$ cat src/rtl/trdb_packet_unpacker.sv
// Trace packet unpacker: reassembles the LSB-first 32-bit word stream from the
// trace packet emitter into full-width packets (length field plus payload).
// Words go into an assembly register. When a packet completes, it moves into a
// separate output register with its padding bits cleared.
module trdb_packet_unpacker #(
  parameter int PACKET_LEN = 128,
  parameter int WORD_W     = 32,
  parameter int LEN_W      = 7
) (
  input  logic                  clk_i,
  input  logic                  rst_i,
  input  logic [WORD_W-1:0]     word_i,
  input  logic                  word_valid_i,
  output logic                  word_ready_o,
  output logic [PACKET_LEN-1:0] packet_o,
  output logic                  packet_valid_o,
  input  logic                  packet_ready_i,
  output logic                  err_o,
  output logic [15:0]           pkt_cnt_o
);

  localparam int NWORDS = PACKET_LEN / WORD_W;
  localparam int IDX_W  = $clog2(NWORDS + 1);
  localparam int TW     = $clog2(PACKET_LEN + 1);

  typedef enum logic {IDLE, COLLECT} state_t;

  state_t                state;
  logic [IDX_W-1:0]      rem;
  logic [IDX_W-1:0]      idx;
  logic [TW-1:0]         total_bits;
  logic [PACKET_LEN-1:0] asm_reg;
  logic [PACKET_LEN-1:0] out_reg;
  logic                  out_valid;
  logic                  err_reg;
  logic [15:0]           pkt_cnt;

  int                    hdr_total;
  int                    hdr_words;
  int                    cur_total;
  logic                  oversize;
  logic                  completing;
  logic                  word_xfer;
  logic                  pkt_xfer;
  logic [IDX_W-1:0]      write_idx;
  logic [PACKET_LEN-1:0] merged;
  logic [PACKET_LEN-1:0] masked;

  // Decode the header in word_i, merge the incoming word into the assembly image and clear bits beyond the packet length
  always_comb begin
    hdr_total = int'(word_i[LEN_W-1:0]) + LEN_W;
    hdr_words = (hdr_total + WORD_W - 1) / WORD_W;
    oversize  = hdr_total > PACKET_LEN;
    cur_total = (state == IDLE) ? hdr_total : int'(total_bits);
    if (state == IDLE) begin
      completing = !oversize && (hdr_total <= WORD_W);
      write_idx  = '0;
      merged     = '0;
    end else begin
      completing = (rem == IDX_W'(1));
      write_idx  = idx;
      merged     = asm_reg;
    end
    for (int w = 0; w < NWORDS; w++) begin
      if (IDX_W'(w) == write_idx) begin
        merged[w*WORD_W +: WORD_W] = word_i;
      end
    end
    for (int i = 0; i < PACKET_LEN; i++) begin
      masked[i] = (i < cur_total) ? merged[i] : 1'b0;
    end
  end

  // Refuse only a completing word while the output register is held; everything else flows
  always_comb begin
    word_ready_o = !rst_i && (!completing || !out_valid || packet_ready_i);
    word_xfer    = word_valid_i && word_ready_o;
    pkt_xfer     = out_valid && packet_ready_i;
  end

  // Collection FSM, output register, error pulse and delivered-packet counter
  always_ff @(posedge clk_i) begin
    if (rst_i) begin
      state      <= IDLE;
      rem        <= '0;
      idx        <= '0;
      total_bits <= '0;
      asm_reg    <= '0;
      out_reg    <= '0;
      out_valid  <= 1'b0;
      err_reg    <= 1'b0;
      pkt_cnt    <= '0;
    end else begin
      err_reg <= 1'b0;
      if (pkt_xfer) begin
        out_valid <= 1'b0;
        pkt_cnt   <= pkt_cnt + 16'd1;
      end
      if (word_xfer) begin
        case (state)
          IDLE: begin
            if (oversize) begin
              err_reg <= 1'b1;
            end else if (completing) begin
              out_reg   <= masked;
              out_valid <= 1'b1;
            end else begin
              asm_reg    <= merged;
              rem        <= IDX_W'(hdr_words - 1);
              idx        <= IDX_W'(1);
              total_bits <= TW'(hdr_total);
              state      <= COLLECT;
            end
          end
          COLLECT: begin
            asm_reg <= merged;
            if (completing) begin
              out_reg   <= masked;
              out_valid <= 1'b1;
              rem       <= '0;
              idx       <= '0;
              state     <= IDLE;
            end else begin
              rem <= rem - IDX_W'(1);
              idx <= idx + IDX_W'(1);
            end
          end
          default: state <= IDLE;
        endcase
      end
    end
  end

  assign packet_o       = out_reg;
  assign packet_valid_o = out_valid;
  assign err_o          = err_reg;
  assign pkt_cnt_o      = pkt_cnt;

endmodule

$ cat config.mk
export PLATFORM = sky130hd
export DESIGN_NAME = trdb_packet_unpacker
export DESIGN_NICKNAME = d
export VERILOG_FILES = /design/src/rtl/trdb_packet_unpacker.sv
export SDC_FILE = /design/constraint.sdc
export NUM_CORES = 1
export LEC_CHECK = 0
export BUFFER_PORTS_ARGS = -buffer_cell sky130_fd_sc_hd__clkbuf_2
export CORE_MARGIN = 2
export CORE_UTILIZATION = 50
export DETAILED_ROUTE_END_ITERATION = 10
export GPL_TIMING_DRIVEN = 1
export PLACE_DENSITY = 0.73
export SLEW_MARGIN = 20
export SYNTH_ARGS = -nofsm -noshare
export SYNTH_HDL_FRONTEND = slang
export SYNTH_SLANG_ARGS = --single-unit
export TNS_END_PERCENT = 30
$ cat constraint.sdc
create_clock -name clk_i -period 2.55 [get_ports clk_i]
set_clock_uncertainty 0.05 [all_clocks]
set_input_delay 0.1275 -clock clk_i [delete_from_list [all_inputs] [get_ports clk_i]]
set_output_delay 0.1275 -clock clk_i [all_outputs]
set_load 0.005 [all_outputs]
==> metrics.md <==
| Metric | Value |
|---|---|
| Sequential area share after synthesis | between 40% and 50% |
| # diodes | 0 |
| Fill cells | between 2000 and 2500 |
| Syn nets | around 1800 |
| Reg-to-Reg Start | state$_SDFFE_PP0P_ |
| Clock Latency Late Sink | approximately 0.57 ns |
| Core region area | between 0.02 and 0.03 mm2 |
| Maximum clock insertion buffer count | 3 |
| Setup-failing EPs final | 0 |
| Grt ovf | 0 |
| # Post-CTS Setup Buffers | 0 |
| Post-Syn Instances | 1750 |
| DRC viols | 0 |
| Worst Tran Pin Value | 1.00 ns |
| Syn Area/Cell | slightly above 8 um2 |
| Share of cells above drive strength 1 | 21.3% |
| Slowest CP cell | o21ai_0 |
| Vias in the first global route | around 14000 |
| Setup CP Type | reg2reg |
| Routed len/inst | between 20 and 25 um |
| CTS tree | yes |
| Non-filler cells, final | about 2300 |
| Critical path buffer and inverter count | 3 |
| Worst Hold Class | in2reg |
| Reg2reg setup slack | approximately 0.13 ns |
| Cell Rows | 61 |
| Total Routing Usage GR | between 30% and 40% |
| F_max | approximately 410 MHz |
| Worst path top cell family by delay | compound AO/OA/AOI/OAI gates |
| Startpoint types | flop |
| Fraction of registers with async set/reset | 0% |
| I/O Buffers | roughly 180 |
| Gpl congestion | ~0.96 |
| Synthesis Warnings | 0 |
| Initial Utilization | ~51% |
| RSZ-0062 raised after global routing | false |
| DP Area | approximately 0.016 mm2 |
| Most frequent CP cell | buf_4 |
| DP Cell Count | about 2300 |
| LEAKAGE | a little over 7 nW |
| Design area | 0.0174 mm2 |
| Clock Pin Slew Worst Setup and Hold Paths | around 0.060 ns |
| Hold worst-path end | asm_reg[19]$_SDFFE_PP0P_ |
| Max_cap viols | 0 |
| Setup TNS | 0 ns |
| Final ANT Viol Nets | 0 |
| Reg2reg path depth | 7 |
| Largest net degree at the start of global routing | around 170 |
| Crit. End Element | flop |
| Initial antenna violation count | 0 |
| Cell Area, Synth | roughly 0.014 mm2 |
| Slew headroom | between 30% and 40% |
| Final Util | between 60 and 70% |
| Crit path max fanout | 20 |
| Htree depth | 1 |
| Hold_sp | word_i[19] |
| Final worst path period share | a little over nine tenths |
| Final WL | about 51000 um |
| Io pins | 183 |
| Post-synth EDFFs | 0 |
| Netlist cell types | between 60 and 70 |
| Worst r2r dst | packet_o[104]$_SDFFE_PP0P_ |
| Crit-path cells | inv_1, buf_4, mux2_2, o21ai_0, buf_4, nand2_1, a32o_1 |
| Fin. max-slew vios | 0 |
| Fin nets | between 1500 and 2000 |
| DR vias | between 10000 and 15000 |
| Die width | between 150 and 200 um |
| Worst Path Arrival | 2.83 ns |
| Die Y | around 170 um |
| Max stage delay on crit path | 0.46 ns |
| Vias per cell | roughly 6.4 |
| CTS Buf Count | 31 |
| Worst path depth | 7 |
| Final Hold Vio Count | 0 |
| DR pass1 iterations | 5 |
| CTS Sinks | just under 300 |
| Ys flop type | dfxtp_1 |
| Detailed-placement wirelength estimate | between 30000 and 40000 um |
| Min-Delay Path Depth | 3 |
| Root buffer cell | clkbuf_16 |
| Worst path required time | ~3 ns |
| DRT iter0 DRCs | between 2000 and 2500 |
| Worst hold margin | 0.0168 ns |
| First-pass GRT wire length | 79300 um |
| Pwr per Cell Area | between 600 and 700 mW/mm2 |
| VDD IR max | roughly 420 uV |
| Status | finished, final reports clean |
| Crit path time final | roughly 2.4 ns |
| Layout area overhead | 22.1% |
| #FFs+latches synth | 289 |
| Die area | between 0.02 and 0.03 mm2 |
-- metrics by stage --
stage               worst slack, ns  power, mW
finish                        0.134       10.7
global route                 0.0761       10.9
CTS                           0.112       10.6
detailed placement          -0.0289       6.28
global placement             0.0349       6.26
floorplan                   0.00978       5.60
-- timing repair --
| item | in CTS | in global routing |
|---|---|---|
| setup endpoints to repair | 0 | 20 |
| resized for setup | 0 | 2 |
| endpoints found under the hold margin | 31 | 0 |
| hold buffers | 25 | 0 |
-- per-layer routing --
metal | track usage [%] | vias to the layer above | wire length [um]
met5 | 0 | - | 0
met4 | 11.9 | 0 | 1940
met3 | 4.38 | 122 | 5030
met2 | 52.1 | 903 | 23500
met1 | 46.2 | 7181 | 21000
li1 | - | 6767 | -
-- Yosys cell counts (all sizes together) (2+ instances only) --
master / n / area, um2
dfxtp: 289 / 5790
nand2: 246 / 923
a21oi: 174 / 875
nor2: 140 / 533
clkbuf: 120 / 453
nand3: 120 / 601
a22o: 88 / 771
a22oi: 67 / 503
buf: 66 / 358
o21ai: 54 / 274
and3: 53 / 332
a32o: 32 / 320
mux2i: 30 / 300
o31ai: 29 / 218
a211oi: 28 / 210
a31o: 22 / 193
o22a: 19 / 166
nor3: 16 / 103
o21a: 13 / 97.6
inv: 11 / 41.3
nand4: 11 / 68.8
xor2: 11 / 96.3
nand2b: 10 / 70.1
ha: 8 / 100
o41ai: 8 / 115
xnor2: 8 / 70.1
or3: 7 / 43.8
a221oi: 6 / 52.6
and2: 6 / 37.5
a211o: 4 / 35.0
a21o: 4 / 30.0
nor4: 4 / 37.5
o31a: 4 / 35.0
a221o: 3 / 30.0
a31oi: 3 / 18.8
and3b: 3 / 26.3
nand3b: 3 / 22.5
o211ai: 3 / 22.5
o22ai: 3 / 18.8
a32oi: 2 / 17.5
mux2: 2 / 22.5
nand4b: 2 / 17.5
nor2b: 2 / 12.5
or2: 2 / 12.5
-- final cells by class --
| class | count | area [um2] | share of cell area [%] |
|---|---|---|---|
| Clock buffer | 44 | 885 | 5.09 |
| Clock inverter | 9 | 85.1 | 0.490 |
| Inverter | 11 | 41.3 | 0.238 |
| Multi-Input combinational cell | 1264 | 7640 | 44.0 |
| Sequential cell | 289 | 5790 | 33.3 |
| Tap cell | 378 | 473 | 2.72 |
| Timing Repair Buffer | 344 | 2450 | 14.1 |
-- placed cells by master (no fill, tap or decap), types with 13 or more instances in the layout --
| cell | synthesis | layout |
|---|---|---|
| a22oi_1 | 67 | 67 |
| buf_4 | 5 | 117 |
| clkbuf_2 | 2 | 181 |
| o31ai_1 | 29 | 29 |
| a31o_2 | 22 | 22 |
| o21a_1 | 13 | 13 |
| nand3_1 | 120 | 120 |
| buf_12 | 0 | 21 |
| o22a_1 | 19 | 19 |
| a21oi_1 | 173 | 172 |
| clkbuf_16 | 0 | 31 |
| nor3_1 | 14 | 13 |
| a211oi_1 | 28 | 27 |
| and3_1 | 53 | 53 |
| dlygate4sd3_1 | 0 | 25 |
| nor2_1 | 139 | 136 |
| o21ai_0 | 53 | 53 |
| dfxtp_1 | 289 | 288 |
| a32o_1 | 32 | 32 |
| mux2i_1 | 30 | 30 |
| a22o_1 | 88 | 88 |
| nand2_1 | 246 | 246 |
-- worst min-delay path, delay by kind of cell --
| kind | cells | cell delay, ns |
|---|---|---|
| buf+inv | 1 | 0.23 |
| mux | 1 | 0.14 |
| simple gates | 1 | 0.09 |
-- cells by family (layout without fill, tap and decap cells) --
| kind of cell | Yosys count | count (layout) | share of synthesized area (%) |
|---|---|---|---|
| buf+inv | 197 | 408 | 5.99 |
| xor+xnor | 19 | 19 | 1.17 |
| mux | 32 | 32 | 2.27 |
| simple gates | 629 | 629 | 20.2 |
| flops | 289 | 289 | 40.7 |
| fa+ha+maj | 8 | 8 | 0.704 |
| compound gates | 576 | 576 | 29.0 |
-- power breakdown --
part           leakage [nW]  switching (mW)  internal [mW]  total (mW)
registers              2.33          0.0630           4.59        4.65
logic                  4.26            1.09          0.538        1.63
clock network         0.477            1.91           2.50        4.40
total                  7.07            3.06           7.62        10.7
-- worst max-delay path by stage --
| stage | start | to | slack, ns |
|---|---|---|---|
| 6_report | state$_SDFFE_PP0P_ | packet_o[104]$_SDFFE_PP0P_ | 0.13 |
| 5_1_grt | state$_SDFFE_PP0P_ | packet_o[60]$_SDFFE_PP0P_ | 0.08 |
| 4_1_cts | rem[0]$_SDFFE_PP0P_ | asm_reg[43]$_SDFFE_PP0P_ | 0.11 |
| 3_5_place_dp | word_i[0] | rem[2]$_SDFFE_PP0P_ | -0.03 |
| 3_3_place_gp | word_i[1] | packet_o[33]$_SDFFE_PP0P_ | 0.03 |
| 2_1_floorplan | word_i[0] | packet_o[24]$_SDFFE_PP0P_ | 0.01 |
No activity file was read; power rests on OpenSTA's default activity.
